<file path="src/rtl/uart_tx_pkg.sv">
// Shared definitions for the UART transmit frame controller: frame state
// encoding and the fixed line levels of a frame.
package uart_tx_pkg;

    typedef enum logic [2:0] {
        StIdle   = 3'd0,
        StStart  = 3'd1,
        StData   = 3'd2,
        StParity = 3'd3,
        StStop   = 3'd4
    } tx_state_e;

    localparam logic TX_IDLE_LEVEL = 1'b1;
    localparam logic START_BIT     = 1'b0;
    localparam logic STOP_BIT      = 1'b1;

endpackage

</file>
<file path="src/rtl/uart_tx_serializer.sv">
// Bit selector for the data phase of a frame: a saturating bit counter over
// the latched frame data, presenting the current bit, the bit that follows it
// and a flag marking the last data bit.
module uart_tx_serializer
    import uart_tx_pkg::*;
#(
    parameter int unsigned DATA_WIDTH = 8
) (
    input  logic                  clk_i,
    input  logic                  rst_i,
    input  logic                  clear_i,
    input  logic                  step_i,
    input  logic [DATA_WIDTH-1:0] frame_data_i,
    output logic                  cur_bit_o,
    output logic                  next_bit_o,
    output logic                  done_o
);

    localparam int unsigned CntW = (DATA_WIDTH > 1) ? $clog2(DATA_WIDTH) : 1;
    localparam logic [CntW-1:0] LastIdx = CntW'(DATA_WIDTH - 1);

    logic [CntW-1:0] bit_cnt_q;
    logic [CntW-1:0] next_idx;
    logic            done;

    // Last-bit flag and the saturated index of the bit that goes out next.
    always_comb begin
        done     = (bit_cnt_q == LastIdx);
        next_idx = done ? bit_cnt_q : bit_cnt_q + CntW'(1);
    end

    assign done_o     = done;
    assign cur_bit_o  = frame_data_i[bit_cnt_q];
    assign next_bit_o = frame_data_i[next_idx];

    // Counter is held at zero until the data phase and never wraps within a frame.
    always_ff @(posedge clk_i) begin
        if (rst_i) begin
            bit_cnt_q <= '0;
        end else if (clear_i) begin
            bit_cnt_q <= '0;
        end else if (step_i && !done) begin
            bit_cnt_q <= bit_cnt_q + CntW'(1);
        end
    end

endmodule

</file>
<file path="src/rtl/uart_tx_frame_ctrl.sv">
// UART transmit frame controller: latches a byte on an accepted request and
// sends start bit, data bits LSB first, optional parity bit and stop bit,
// one bit per clock. All outputs come straight from registers.
module uart_tx_frame_ctrl
    import uart_tx_pkg::*;
#(
    parameter int unsigned DATA_WIDTH = 8
) (
    input  logic                  CLK,
    input  logic                  RST,
    input  logic [DATA_WIDTH-1:0] P_DATA,
    input  logic                  Data_Valid,
    input  logic                  PAR_EN,
    input  logic                  PAR_bit,
    output logic [DATA_WIDTH-1:0] Frame_Data,
    output logic                  PAR_Calc_en,
    output logic                  TX_OUT,
    output logic                  Busy
);

    tx_state_e             state_q;
    logic [DATA_WIDTH-1:0] frame_data_q;
    logic                  par_en_q;
    logic                  tx_q;
    logic                  busy_q;
    logic                  par_calc_en_q;

    logic ser_clear;
    logic ser_step;
    logic ser_cur_bit;
    logic ser_next_bit;
    logic ser_done;

    // Counter sits at zero through IDLE and START so bit 0 is ready for the START cycle.
    always_comb begin
        ser_clear = (state_q == StIdle) || (state_q == StStart);
        ser_step  = (state_q == StData);
    end

    uart_tx_serializer #(
        .DATA_WIDTH (DATA_WIDTH)
    ) u_serializer (
        .clk_i        (CLK),
        .rst_i        (RST),
        .clear_i      (ser_clear),
        .step_i       (ser_step),
        .frame_data_i (frame_data_q),
        .cur_bit_o    (ser_cur_bit),
        .next_bit_o   (ser_next_bit),
        .done_o       (ser_done)
    );

    // Frame FSM; each branch also loads the line value of the state being entered.
    always_ff @(posedge CLK) begin
        if (RST) begin
            state_q       <= StIdle;
            frame_data_q  <= '0;
            par_en_q      <= 1'b0;
            tx_q          <= TX_IDLE_LEVEL;
            busy_q        <= 1'b0;
            par_calc_en_q <= 1'b0;
        end else begin
            unique case (state_q)
                StIdle: begin
                    tx_q          <= TX_IDLE_LEVEL;
                    busy_q        <= 1'b0;
                    par_calc_en_q <= 1'b0;
                    if (Data_Valid) begin
                        state_q       <= StStart;
                        frame_data_q  <= P_DATA;
                        par_en_q      <= PAR_EN;
                        tx_q          <= START_BIT;
                        busy_q        <= 1'b1;
                        par_calc_en_q <= PAR_EN;
                    end
                end
                StStart: begin
                    state_q       <= StData;
                    tx_q          <= ser_cur_bit;
                    par_calc_en_q <= 1'b0;
                end
                StData: begin
                    if (!ser_done) begin
                        tx_q <= ser_next_bit;
                    end else if (par_en_q) begin
                        // Parity bit is captured as the line enters PARITY.
                        state_q <= StParity;
                        tx_q    <= PAR_bit;
                    end else begin
                        state_q <= StStop;
                        tx_q    <= STOP_BIT;
                    end
                end
                StParity: begin
                    state_q <= StStop;
                    tx_q    <= STOP_BIT;
                end
                StStop: begin
                    state_q <= StIdle;
                    tx_q    <= TX_IDLE_LEVEL;
                    busy_q  <= 1'b0;
                end
                default: begin
                    state_q       <= StIdle;
                    tx_q          <= TX_IDLE_LEVEL;
                    busy_q        <= 1'b0;
                    par_calc_en_q <= 1'b0;
                end
            endcase
        end
    end

    assign Frame_Data  = frame_data_q;
    assign PAR_Calc_en = par_calc_en_q;
    assign TX_OUT      = tx_q;
    assign Busy        = busy_q;

endmodule

</file>
<file path="config.mk">
export PLATFORM = sky130hd
export DESIGN_NAME = uart_tx_frame_ctrl
export DESIGN_NICKNAME = d
export VERILOG_FILES = /design/src/rtl/uart_tx_pkg.sv /design/src/rtl/uart_tx_serializer.sv /design/src/rtl/uart_tx_frame_ctrl.sv
export SDC_FILE = /design/constraint.sdc
export NUM_CORES = 1
export LEC_CHECK = 0
export CAP_MARGIN = 20
export CORE_MARGIN = 3
export CORE_UTILIZATION = 35
export DETAILED_ROUTE_END_ITERATION = 8
export GPL_TIMING_DRIVEN = 0
export SLEW_MARGIN = 20
export SYNTH_ARGS = -nofsm -noshare
export SYNTH_HDL_FRONTEND = slang
export SYNTH_SLANG_ARGS = --single-unit
</file>
<file path="constraint.sdc">
create_clock -name CLK -period 3.9 [get_ports CLK]
set_input_delay 0.39 -clock CLK [delete_from_list [all_inputs] [get_ports CLK]]
set_output_delay 0.39 -clock CLK [all_outputs]
set_load 0.05 [all_outputs]
</file>
### Word-level counts from Yosys, hierarchy flattened

Index checks and enable logic that the tools add are counted.
Widths: inputs -> output; s select.

* add/subtract/negate cells: 1
* magnitude comparators: 2
* muxes and demuxes: 17
* equality and inequality tests: 7
* reduce and logical (&&, ||, !) cells: 9

Operators with widths (count)
* $mux 3: 4
* $pmux 3 s4: 1
* $lt 3x4->1 const B: 2
* $mux 1: 7
* $bmux 1 s3: 2
* $eq 3x2->1 const B: 2
* $eq 3x3->1 const B: 2
* $reduce_or 3->1: 2
* $ne 2x2->1 const B: 2
* $pmux 1 s2: 2
* $reduce_and 2->1: 2
* $add 3x1->3 const B: 1
* $eq 3x1->1 const B: 1
* $logic_not 3->1: 1
* $pmux 1 s3: 1
* $reduce_or 2->1: 1
* $logic_and 1x1->1: 1
* $logic_not 1->1: 1
* $logic_or 1x1->1: 1

* logic and storage cells: 43
* output and inout bits: 11
* register bits after elaboration: 18
* input port bits: 13

### Logic depth before layout (Yosys ltp)

* depth after elaboration: 6
* gate-level depth with buffers: 7
* depth with buffers taken out: 6

### Modules after synthesis

Synthesis repeated with hierarchy kept, for this count alone.

* cell total of the unflattened synthesis: 120
* area total of the unflattened synthesis: 1023.5 um2

Modules (own cells, without submodules)
* uart_tx_frame_ctrl: times used 1, cells each 73, area an instance 626.9 um2
* uart_tx_serializer: times used 1, cells each 47, area an instance 396.6 um2

### Worst setup path after synthesis

OpenSTA, ideal clock, no wires.

* kind: register to register
* start: reg u_serializer.bit_cnt_q[0]
* end: reg tx_q, in the netlist TX_OUT
* setup slack: 2.118 ns
* stages on the path, launching flop included: 8
* path buffers: 1
* data required time: 3.784 ns
* arrival: 1.666 ns
* library setup time: 0.116 ns
* cells stage by stage: dfxtp_1 -> ha_1 -> ha_1 -> buf_2 -> inv_2 -> o41ai_1 -> o41ai_2 -> a31o_1

* word-level cells in the longest chain between the ends: 6
* elaborated cells between the ends (all ways): 9
* classes of those cells: add/sub: 1; eq/ne: 1; mux: 7

Ends and longest elaborated chain
* from (decl): line uart_tx_serializer.sv:22 `logic [CntW-1:0] bit_cnt_q;`
* from (signal assigned): line uart_tx_serializer.sv:43 `bit_cnt_q <= bit_cnt_q + CntW'(1);`
* $add 3x1->3 / $eq 3x3->1 (equally long branches): line uart_tx_serializer.sv:29, uart_tx_serializer.sv:28
* $mux 3: line uart_tx_serializer.sv:29 `next_idx = done ? bit_cnt_q : bit_cnt_q + CntW'(1);`
* $bmux 1 s3: line uart_tx_serializer.sv:34 `assign next_bit_o = frame_data_i[next_idx];`
* $mux 1 (not written as such): line uart_tx_serializer.sv:34
* $mux 1: line uart_tx_frame_ctrl.sv:83 `if (!ser_done) begin`
* $pmux 1 s3 (*): line uart_tx_frame_ctrl.sv:63 `unique case (state_q)`
* to (signal assigned): line uart_tx_frame_ctrl.sv:79 `tx_q <= ser_cur_bit;`
* to (signal assigned): line uart_tx_frame_ctrl.sv:84 `tx_q <= ser_next_bit;`
* to (signal assigned): line uart_tx_frame_ctrl.sv:88 `tx_q <= PAR_bit;`
* to (decl): line uart_tx_frame_ctrl.sv:24 `logic tx_q;`

Every way passes the cells marked *; elsewhere a longest branch is shown, timed or not. The select of a mux whose other input is x is not followed.
A chain may end at the register's enable or synchronous reset.

### Worst setup path after layout

Ends and elaborated chain as after synthesis.

==> qor.csv <==
metric,value,unit
relSlewSlack,0.664,
reg2reg_slack,1.81,ns
layout.nets,162,
min-delay-start,Frame_Data[2]$_SDFFE_PP0P_,
synth_nets,134,
drt_iter0_drc,27,
async_flop_share,0,
synth-edff-count,0,
ys_ff_latch,18,
skew,0.00231,ns
routabilityCongestion,0.826,
antenna_found_initial,0,
htreeDepth,1,
antenna_cells,0,
drt-pass1-iter-count,4,
syn_inst,118,
report.final.hold_viol_count,0,
clk_pin_slew,0.11,ns
initial_core_util,0.373,
core-area,2780,µm²
synth.avg_cell_area,8.79,µm²
grt_pass1_vias,844,
setup_tns,0,ns
insertion_delay,0.29,ns
crit_slowest_cell,dfxtp_1,
grt_pass1_wl,3940,µm
die_h,60.4,µm
rr_worst_depth,7,
post_cts_buffers,0,
hold_buffers,0,
routedWlPerCell,13.6,µm
numPortBuffers,23,
ys_types,39,
synth_seq_area_share,0.347,
critPathKind,flop to flop,
die_w,60.4,µm
synthMostInstantiatedCell,nand2_1,
top_layer_used,met4,
p_leak,0.496,nW
worst_slew_pin_slew,0.502,ns
drive_gt1_frac,0.103,
outcome,finished clean,
crit_chain,ha_1 > ha_1 > buf_2 > inv_2 > o41ai_1 > o41ai_2 > a31o_1,
fp.dieArea,3650,µm²
fin_crit,2.09,ns
vias,941,
io_pins,24,
clock.fmax,478,MHz
wl_met3,61,µm
synth-warning-count,0,
synth_commonest_cells,"21 x nand2_1, 18 x dfxtp_1, 16 x a21oi_1, 7 x nor2_1, 4 x inv_1",
cts_root_buf,clkbuf_4,
r2r-start,u_serializer.bit_cnt_q[0]$_SDFFE_PP0P_,
synth_area_leaders,"dfxtp_1 35%, a21oi_1 7.7%, nand2_1 7.6%",
slowest_delay,0.49,ns
critPathLaunchType,flop,
grt-ovfl-total,0,
wl_met2,1090,µm
synthToLayoutAreaGrowth,29.4,%
ir_drop,0.000187,V
hold_class,flop to flop,
setup_viol,0,
tritoncts,built,
avgViaCountPerCell,5.35,
pwr_density_cell,320,nW/µm²
cap_violations,0,
instances_no_fill,176,
crit_path_frequent_cell,ha_1,
numCtsBuffers,3,
total_power,0.430,mW
grt_usage,0.141,
cp_data_required_time,4.10,ns
wl_met1,1230,µm
std_cell_rows,19,
ant_nets,0,
drt-total-wl,2400,µm
path_max_fanout,10,
worstHoldPathCells,2,
yosysTopAreaCellShare,0.347,
clkSinkCount,18,
drc_errors,0,
crit_path_end_kind,flop,
utilization,0.483,
fin_crit_sh,0.536,
drv_slew,0,
critPathArrivalTime,2.29,ns
rr_endpoint,TX_OUT$_SDFF_PP1_,
rsz0062_at_grt,no,
netlist_area,1040,µm²
cts_resized,0,
hpwl,1790,µm
fill_cells,272,
clockBufferDepth,2,
place_inst,172,
grt_max_degree,11,
synthFlopType,dfxtp_1,
yosysTopAreaCell,dfxtp_1,
hold_end,Frame_Data[2]$_SDFFE_PP0P_,
cells by family (layout without fill, tap and decap cells):
kind of cell,count (synthesis),in the layout,synth area share
compound gates,30,30,0.208
xor+xnor,1,1,0.00845
fa+ha+maj,3,3,0.0362
buf+inv,12,39,0.0555
flops,18,18,0.347
mux,6,6,0.0905
simple gates,48,48,0.255
per-layer routing:
layer  vias up  global-route usage
met3         2              0.0191
li1        485                   -
met5         -                   0
met2        13               0.211
met4         0              0.0557
met1       441               0.203
worst max path at each step:
stage	cells past startpoint	to	startpoint	slack [ns]
2_1_floorplan	7	TX_OUT$_SDFF_PP1_	u_serializer.bit_cnt_q[0]$_SDFFE_PP0P_	2.12
3_3_place_gp	7	TX_OUT$_SDFF_PP1_	u_serializer.bit_cnt_q[0]$_SDFFE_PP0P_	1.82
3_5_place_dp	7	TX_OUT$_SDFF_PP1_	u_serializer.bit_cnt_q[0]$_SDFFE_PP0P_	1.83
4_1_cts	7	TX_OUT$_SDFF_PP1_	u_serializer.bit_cnt_q[0]$_SDFFE_PP0P_	1.82
5_1_grt	7	TX_OUT$_SDFF_PP1_	u_serializer.bit_cnt_q[0]$_SDFFE_PP0P_	1.60
6_report	7	TX_OUT$_SDFF_PP1_	u_serializer.bit_cnt_q[0]$_SDFFE_PP0P_	1.81
critical path, delay by kind of cell (launching register included):
family | cells | cell delay, ns
compound gates | 3 | 0.66
fa+ha+maj | 2 | 0.50
flops | 1 | 0.49
buf+inv | 2 | 0.35
placed cells by master (no fill, tap or decap), types with 4 or more instances in the layout:
| master | n |
|---|---|
| clkdlybuf4s50_1 | 23 |
| nor2_1 | 7 |
| a21oi_1 | 16 |
| dfxtp_1 | 18 |
| nand2_1 | 21 |
| inv_1 | 4 |
registers in the layout, summed over array words and instances (netlist names):
name                    flops
Frame_Data                  8
state_q                     3
u_serializer.bit_cnt_q      3
Busy                        1
PAR_Calc_en                 1
TX_OUT                      1
par_en_q                    1
stage by stage:
stage	setup slack (ns)	hold slack, ns	instance area [µm²]
floorplan	2.12	0.466	1040
global placement	1.82	0.481	1310
detailed placement	1.83	0.481	1310
CTS	1.82	0.503	1340
global route	1.60	0.530	1340
finish	1.81	0.500	1340
final cells by class:
| type | instances | area [µm²] | share of cell area |
|---|---|---|---|
| Buffer | 7 | 38.8 | 0.0289 |
| Inverter | 5 | 18.8 | 0.0140 |
| Tap cell | 31 | 38.8 | 0.0289 |
| Multi-Input combinational cell | 88 | 619 | 0.461 |
| Sequential cell | 18 | 360 | 0.268 |
| Clock buffer | 4 | 36.3 | 0.0270 |
| Timing Repair Buffer | 23 | 230 | 0.171 |
where the power goes:
| part | internal [mW] | leakage, nW | switching, mW |
|---|---|---|---|
| combinational | 0.0456 | 0.328 | 0.0600 |
| sequential | 0.195 | 0.147 | 0.0114 |
| clock | 0.0569 | 0.0210 | 0.0616 |
No activity file was read; power rests on OpenSTA's default activity.
